## src/rtl/cva6_ptw_walker.sv

```systemverilog
// Sv39 page-table walker: resolves one TLB miss at a time with up to three PTE reads,
// then emits either a single-cycle TLB fill or a single-cycle page-fault pulse.
module cva6_ptw_walker (
  input  logic        clk_i,
  input  logic        rst_ni,
  input  logic        flush_i,
  input  logic        miss_valid_i,
  output logic        miss_ready_o,
  input  logic [38:0] miss_vaddr_i,
  input  logic [15:0] miss_asid_i,
  input  logic [43:0] satp_ppn_i,
  output logic        mem_req_o,
  output logic [55:0] mem_addr_o,
  input  logic        mem_gnt_i,
  input  logic        mem_rvalid_i,
  input  logic [63:0] mem_rdata_i,
  output logic        update_valid_o,
  output logic [1:0]  update_is_page_o,
  output logic [26:0] update_vpn_o,
  output logic [15:0] update_asid_o,
  output logic [63:0] update_content_o,
  output logic        fault_o,
  output logic        busy_o
);

  typedef enum logic [1:0] {IDLE, REQ, WAIT, DRAIN} state_e;

  state_e      state_q;
  logic [1:0]  level_q;
  logic [26:0] vpn_q;
  logic [15:0] asid_q;
  logic [43:0] ppn_q;
  logic        flush_q;

  logic        pte_v;
  logic        pte_r;
  logic        pte_w;
  logic        pte_x;
  logic        pte_leaf;
  logic        pte_misaligned;
  logic        pte_fault;
  logic [43:0] pte_ppn;
  logic [1:0]  next_level;
  logic [1:0]  leaf_page;
  logic [8:0]  cur_vpn;

  // Page-offset bits never take part in a walk.
  logic unused_vaddr_bits;
  assign unused_vaddr_bits = ^miss_vaddr_i[11:0];

  function automatic logic [8:0] vpn_sel(input logic [26:0] vpn, input logic [1:0] lvl);
    case (lvl)
      2'd0:    vpn_sel = vpn[26:18];
      2'd1:    vpn_sel = vpn[17:9];
      default: vpn_sel = vpn[8:0];
    endcase
  endfunction

  always_comb begin
    pte_v          = mem_rdata_i[0];
    pte_r          = mem_rdata_i[1];
    pte_w          = mem_rdata_i[2];
    pte_x          = mem_rdata_i[3];
    pte_ppn        = mem_rdata_i[53:10];
    pte_leaf       = pte_r | pte_x;
    pte_misaligned = 1'b0;
    if (pte_leaf) begin
      if (level_q == 2'd0) begin
        pte_misaligned = |pte_ppn[17:0];
      end else if (level_q == 2'd1) begin
        pte_misaligned = |pte_ppn[8:0];
      end
    end
    pte_fault  = !pte_v || (!pte_r && pte_w) || (!pte_leaf && (level_q == 2'd2)) || pte_misaligned;
    next_level = level_q + 2'd1;
    case (level_q)
      2'd0:    leaf_page = 2'b01;
      2'd1:    leaf_page = 2'b10;
      default: leaf_page = 2'b00;
    endcase
    cur_vpn = vpn_sel(vpn_q, level_q);
  end

  // Address is built purely from latched state, so it cannot move while a request waits for grant.
  assign mem_addr_o   = {ppn_q, cur_vpn, 3'b000};
  assign miss_ready_o = rst_ni && (state_q == IDLE);
  assign busy_o       = (state_q != IDLE);

  always_ff @(posedge clk_i or negedge rst_ni) begin
    if (!rst_ni) begin
      state_q          <= IDLE;
      level_q          <= 2'd0;
      vpn_q            <= '0;
      asid_q           <= '0;
      ppn_q            <= '0;
      flush_q          <= 1'b0;
      mem_req_o        <= 1'b0;
      update_valid_o   <= 1'b0;
      update_is_page_o <= 2'b00;
      update_vpn_o     <= '0;
      update_asid_o    <= '0;
      update_content_o <= '0;
      fault_o          <= 1'b0;
    end else begin
      update_valid_o <= 1'b0;
      fault_o        <= 1'b0;
      case (state_q)
        IDLE: begin
          if (miss_valid_i) begin
            vpn_q     <= miss_vaddr_i[38:12];
            asid_q    <= miss_asid_i;
            ppn_q     <= satp_ppn_i;
            level_q   <= 2'd0;
            flush_q   <= 1'b0;
            mem_req_o <= 1'b1;
            state_q   <= REQ;
          end
        end
        REQ: begin
          // A flush cannot withdraw an issued request; remember it and drain the reply instead.
          if (mem_gnt_i) begin
            mem_req_o <= 1'b0;
            flush_q   <= 1'b0;
            state_q   <= (flush_i || flush_q) ? DRAIN : WAIT;
          end else if (flush_i) begin
            flush_q <= 1'b1;
          end
        end
        WAIT: begin
          if (flush_i) begin
            state_q <= mem_rvalid_i ? IDLE : DRAIN;
          end else if (mem_rvalid_i) begin
            if (pte_fault) begin
              fault_o <= 1'b1;
              state_q <= IDLE;
            end else if (pte_leaf) begin
              update_valid_o   <= 1'b1;
              update_is_page_o <= leaf_page;
              update_vpn_o     <= vpn_q;
              update_asid_o    <= asid_q;
              update_content_o <= mem_rdata_i;
              state_q          <= IDLE;
            end else begin
              level_q   <= next_level;
              ppn_q     <= pte_ppn;
              mem_req_o <= 1'b1;
              state_q   <= REQ;
            end
          end
        end
        DRAIN: begin
          if (mem_rvalid_i) begin
            state_q <= IDLE;
          end
        end
        default: state_q <= IDLE;
      endcase
    end
  end

endmodule
```

## config.mk

```make
export PLATFORM = sky130hd
export DESIGN_NAME = cva6_ptw_walker
export DESIGN_NICKNAME = d
export VERILOG_FILES = /design/src/rtl/cva6_ptw_walker.sv
export SDC_FILE = /design/constraint.sdc
export NUM_CORES = 1
export LEC_CHECK = 0
export BUFFER_PORTS_ARGS = -buffer_cell sky130_fd_sc_hd__clkbuf_2
export CORE_ASPECT_RATIO = 1.25
export CORE_UTILIZATION = 40
export DETAILED_ROUTE_END_ITERATION = 7
export GPL_TIMING_DRIVEN = 0
export PLACE_DENSITY = 0.67
export REMOVE_ABC_BUFFERS = 1
export SYNTH_ARGS = -nofsm -noshare
export SYNTH_HDL_FRONTEND = slang
export SYNTH_SLANG_ARGS = --single-unit
```

## constraint.sdc

```tcl
create_clock -name clk_i -period 3.4 [get_ports clk_i]
set_input_delay 0.34 -clock clk_i [delete_from_list [all_inputs] [get_ports clk_i]]
set_output_delay 0.34 -clock clk_i [all_outputs]
set_load 0.03 [all_outputs]
```

* Word level (Yosys, flattened, before mapping)
Cells that the tools add are included.
** Word-level totals
- Register bits :: 204
** Cells by class
- Eq/ne operators :: 14
- Mux-type cells :: 47
- Reduce and logical (&&, ||, !) cells :: 24
- Bitwise operators :: 3
- $add $sub $neg :: 1
** Operator list (number)
- 44-bit 2-to-1 mux :: 5
- 44-bit case mux with 2 select lines :: 1
- 1-bit 2-to-1 mux :: 24
- 2-bit 2-to-1 mux :: 11
- 9-bit case mux with 2 select lines :: 1
- 18-bit OR reduction :: 1
- 2-bit != test, second input constant :: 7
- 9-bit OR reduction :: 1
- 2-bit case mux with 2 select lines :: 2
- 2-bit case mux with 4 select lines :: 1
- 7-bit AND reduction :: 1
- 2-bit == test, second input constant :: 3
- 3-bit != test, second input constant :: 2
- 6-bit AND reduction :: 1
- 2-bit nonzero test :: 3
- 5-bit AND reduction :: 1
- 2-bit by 1-bit == test with 1-bit output, second input constant :: 2
- 2-bit logical NOT :: 2
- 1-bit logical OR :: 4
- 4-bit AND reduction :: 1
- 1-bit logical AND :: 3
- 1-bit logical NOT :: 3
- 1-bit case mux with 3 select lines :: 1
- 3-bit AND reduction :: 1
- 6 further kinds :: 7

* Longest topological paths before layout
- Depth after elaboration :: 9
- Depth in mapped cells :: 9
- Gate-level depth less buffers :: 7

* Worst setup path after synthesis
OpenSTA, ideal clock, no wires.
- Kind :: input -> register
- Start :: in mem_rdata_i[19]
- End :: reg update_content_o[41]
- Path slack :: 0.976 ns
- Library setup time :: 0.128 ns
- Cell stages on the path :: 7
- Arrival time :: 2.297 ns
- Cell sequence :: or4_1 > nor4_1 > nand2_1 > a2111oi_2 > buf_6 > buf_4 > mux2_1
** Between the ends
- Longest elaborated chain between the ends :: 6
** Ends and longest elaborated chain
- from (decl) :: line 16 : input logic [63:0] mem_rdata_i,
- 18-bit OR reduction :: line 69 : pte_misaligned = |pte_ppn[17:0];
- 1-bit 2-to-1 mux :: line 68 : if (level_q == 2'd0) begin
- 1-bit 2-to-1 mux :: line 67 : if (pte_leaf) begin
- 1-bit logical OR :: line 74 : pte_fault = !pte_v || (!pte_r && pte_w) || (!pte_leaf && (level_q == 2'd2)) || pte_misaligned;
- 1-bit NOT (no line)
- 5-bit AND reduction (no line)
- to (signal assigned) :: line 141 : update_content_o <= mem_rdata_i;
- to (decl) :: line 21 : output logic [63:0] update_content_o,
Every way passes these cells.
A chain may end at the register's enable or synchronous reset.

* Worst setup path after layout
- Start :: reg level_q[0]
- End :: reg update_content_o[28]
** Between the ends
- Longest elaborated chain between the ends :: 7
- Elaborated cells between the ends (all ways) :: 11
** Ends and longest elaborated chain
- from (decl) :: line 29 : logic [1:0] level_q;
- from (signal assigned) :: line 144 : level_q <= next_level;
- 2-bit by 1-bit == test with 1-bit output :: line 70 : end else if (level_q == 2'd1) begin
- 1-bit 2-to-1 mux :: line 70
- 1-bit 2-to-1 mux :: line 68
- 1-bit 2-to-1 mux :: line 67
- 1-bit logical OR * :: line 74
- 1-bit NOT (no line) *
- 5-bit AND reduction (no line) *
Every way passes the cells marked *; elsewhere a longest branch is shown, timed or not.

==> metrics.yaml <==
yosys:
  yosysSeqAreaShare_pct: 55.5
  netlist.area_leader.share_pct: 55.5
  syn_avg_cell_area_sq_um: 11.9
  synth_cells: 775
  ys_top_cells_by_area: "dfrtp_1 56%, mux2_1 12%, mux2_2 6.6%"
  synth_area_sq_um: 9200
  async_reset_ff_share_pct: 100
  synth_top_flop_cell: "dfrtp_1"
  netlist-cell-type-count: 42
  synth-seq-cells: 204
  ys_warn_count: 0
  yosys.area.top_type: "dfrtp_1"
  synth_edf_count: 0
grt:
  top_usage_layer: "met2"
  grt.total_usage_pct: 21.0
  grt_max_degree: 104
  grt_util_met3_pct: 4.92
  antenna_found_initial: 0
  first_global_vias: 7271
  grt-ovfl-total: 0
  grt_util_met2_pct: 37.3
  grt_pass1_wl_mm: 38.9
  gr-usage-met1_pct: 25.1
sta:
  worst_pin_slew_ns: 0.862
  fmax_mhz: 320
  rsz0062_at_grt: "no"
  layout_worst_path_cycle_share_pct: 91.9
  period_minus_slack_ns: 3.12
  hold_viol_final: 0
  setup_violations: 0
  slew-limit-headroom_pct: 42.5
  finClkSkew_ns: 0.00803
  maxSlewViolCount: 0
  setup_tns_ns: 0
power_and_ir_drop:
  p_per_area_nw_per_um2: 914
  ir_drop_mv: 0.588
  finalPower_mw: 11.0
  p_leak_nw: 6.21
routing:
  drt_first_pass_iters: 5
  drt_wl_total_mm: 25.0
  post-route-drc-count: 0
  routedWlPerCell_um: 18.0
  viasPerCell: 5.32
  drt.antenna.violating_nets: 0
  vias: 7362
  drt-initial-drc-count: 321
layout:
  diodes: 0
  final_layout_size_suffix_gt1_share_pct: 40.4
  fin_area_sq_um: 12000
  final_core_util_pct: 53.6
  nNetsFinal: 1261
  area_growth_pct: 30.5
floorplan:
  rows: 61
  die-area_sq_um: 23600
  core_sq_um: 22400
  boundaryPins: 339
  start_util_pct: 41.1
  die_h_um: 172
  die_x_um: 138
cts:
  clkTransAtPathRegs_ns: 0.06
  clock_sinks: 204
  clockBufferDepth: 3
  cts_tree: "done"
  cts_made_buffers: 22
  clockRootBuffer: "clkbuf_16"
  cts.htree.levels: 1
  clock_latency_ns: 0.50
place:
  numPortBuffers: 323
  place_area_sq_um: 11300
  gp_congestion: 0.754
  dp.final_hpwl_mm: 17.8
hold_path:
  min_path_type: "primary input to flop"
status:
  status: "finished, final reports clean"
job:
  maxCapViolations: 0
critical_path:
  cp.required_ns: 3.78
  worstPathArrival_ns: 3.50
  end_kind: "flop"
  critPathMaxFanout: 13
  worstSetupPathType: "flop to flop"
  cp-start-kind: "flop"
## report_power, final
part	total (mW)	switching (mW)	internal (mW)	leakage, nW
clock network	2.33	0.973	1.36	0.331
logic	4.76	3.14	1.62	3.23
registers	3.87	0.564	3.31	2.65
total	11.0	4.68	6.29	6.21
## flip-flops by register name, indices dropped and copies added (netlist names), 2 cells and up
name / cells
asid_q: 16
level_q: 2
ppn_q: 44
state_q: 2
update_asid_o: 16
update_content_o: 64
update_is_page_o: 2
update_vpn_o: 27
vpn_q: 27
## kinds of logic after synthesis
group / Yosys count / synth area share [%]
fa+ha+maj: 5 / 0.680
other cells: 1 / 0.0408
flops: 204 / 55.5
simple gates: 232 / 11.3
buf+inv: 63 / 3.57
mux: 154 / 18.8
compound gates: 116 / 10.0
## synthesized netlist by cell type (all sizes together), types with 2 or more instances
cell    number
a211o       44
a21oi        6
a22oi       53
a31o         2
and3         3
buf         17
clkbuf      42
dfrtp      204
ha           5
inv          4
mux2       152
mux2i        2
nand2      112
nand2b       3
nand3       89
nand3b       2
nor2        10
nor2b        2
nor4         3
or3          2
## cell type report
cell class              instances  area (sq um)
fillers                      1983         10400
flip-flops and latches        204          5100
multi-input cells             510          3830
repair buffers                345          1990
clock buffers                  31           626
well taps                     283           354
clock inverters                 8          75.1
inverters                       4          15.0
## metrics by stage
step / worst slack [ns] / hold WS, ns / instances
floorplan: -8.11 / 0.0444 / 718
CTS: 0.111 / 0.0286 / 1385
finish: 0.276 / 0.0509 / 1385
detailed placement: -0.821 / 0.455 / 1343
global placement: -14.61 / 0.454 / 1324
global route: 0.118 / 0.0325 / 1385
## per-layer routing
layer / up-vias / part of all wire (%)
li1: 3420 / -
met1: 3633 / 40
met2: 265 / 51
met3: 44 / 7.5
met4: 0 / 2.1
met5: - / 0
## path summary, 6_finish.rpt
| path | from | endpoint | slack [ns] | cells after the start |
|---|---|---|---|---|
| max in group asynchronous | rst_ni | update_content_o[31] | 1.89 | 3 |
| min in group asynchronous | rst_ni | asid_q[9] | 0.53 | 2 |
| hold / removal | mem_rdata_i[9] | update_content_o[9] | 0.05 | 2 |
| setup reg to reg | level_q[0] | update_content_o[28] | 0.28 | 10 |
| setup / recovery | level_q[0] | update_content_o[28] | 0.28 | 10 |
| hold reg to reg | update_content_o[0] | update_content_o[0] | 0.47 | 1 |
## layout by cell type (no fill, tap or decap), types with 2 or more instances in the layout
master | synthesis | final
a211o_1 | 44 | 44
mux2_2 | 54 | 54
mux2_1 | 98 | 98
clkbuf_8 | 0 | 3
nor2_4 | 0 | 2
clkbuf_16 | 0 | 23
mux2i_1 | 2 | 2
dfrtp_1 | 204 | 204
buf_16 | 0 | 5
or3_1 | 2 | 2
nand3_1 | 89 | 89
buf_8 | 0 | 2
a22oi_1 | 53 | 53
clkbuf_2 | 0 | 322
buf_4 | 4 | 2
buf_12 | 0 | 4
buf_6 | 10 | 8
nand2b_1 | 3 | 2
nor2_1 | 10 | 8
nand2_2 | 0 | 2
nand3b_1 | 2 | 2
clkinvlp_4 | 0 | 4
a21oi_1 | 6 | 5
a31o_2 | 2 | 2
inv_1 | 4 | 4
nand2_1 | 112 | 110
nor2b_1 | 2 | 2
clkbuf_1 | 42 | 6
nor4_2 | 0 | 2
and3_1 | 3 | 2
clkinv_2 | 0 | 3
conb_1 | 1 | 3
ha_1 | 5 | 5
## critical path, stage by stage (launching register included)
cell	delay [ns]
dfrtp_1	0.37
inv_1	0.10
ha_1	0.46
nor4_2	0.40
a31oi_1	0.18
a2111oi_4	0.38
buf_6	0.20
buf_8	0.17
buf_8	0.17
buf_6	0.19
mux2_1	0.34
## repair_timing
action                                  CTS  global route
gates resized for setup                   2             2
endpoints found under the setup margin  105            13
hold endpoints to repair                 65             0
buffers inserted                          2             0
hold buffers                              1             0
pin swaps                                 1             0
No activity file was read; power rests on OpenSTA's default activity.
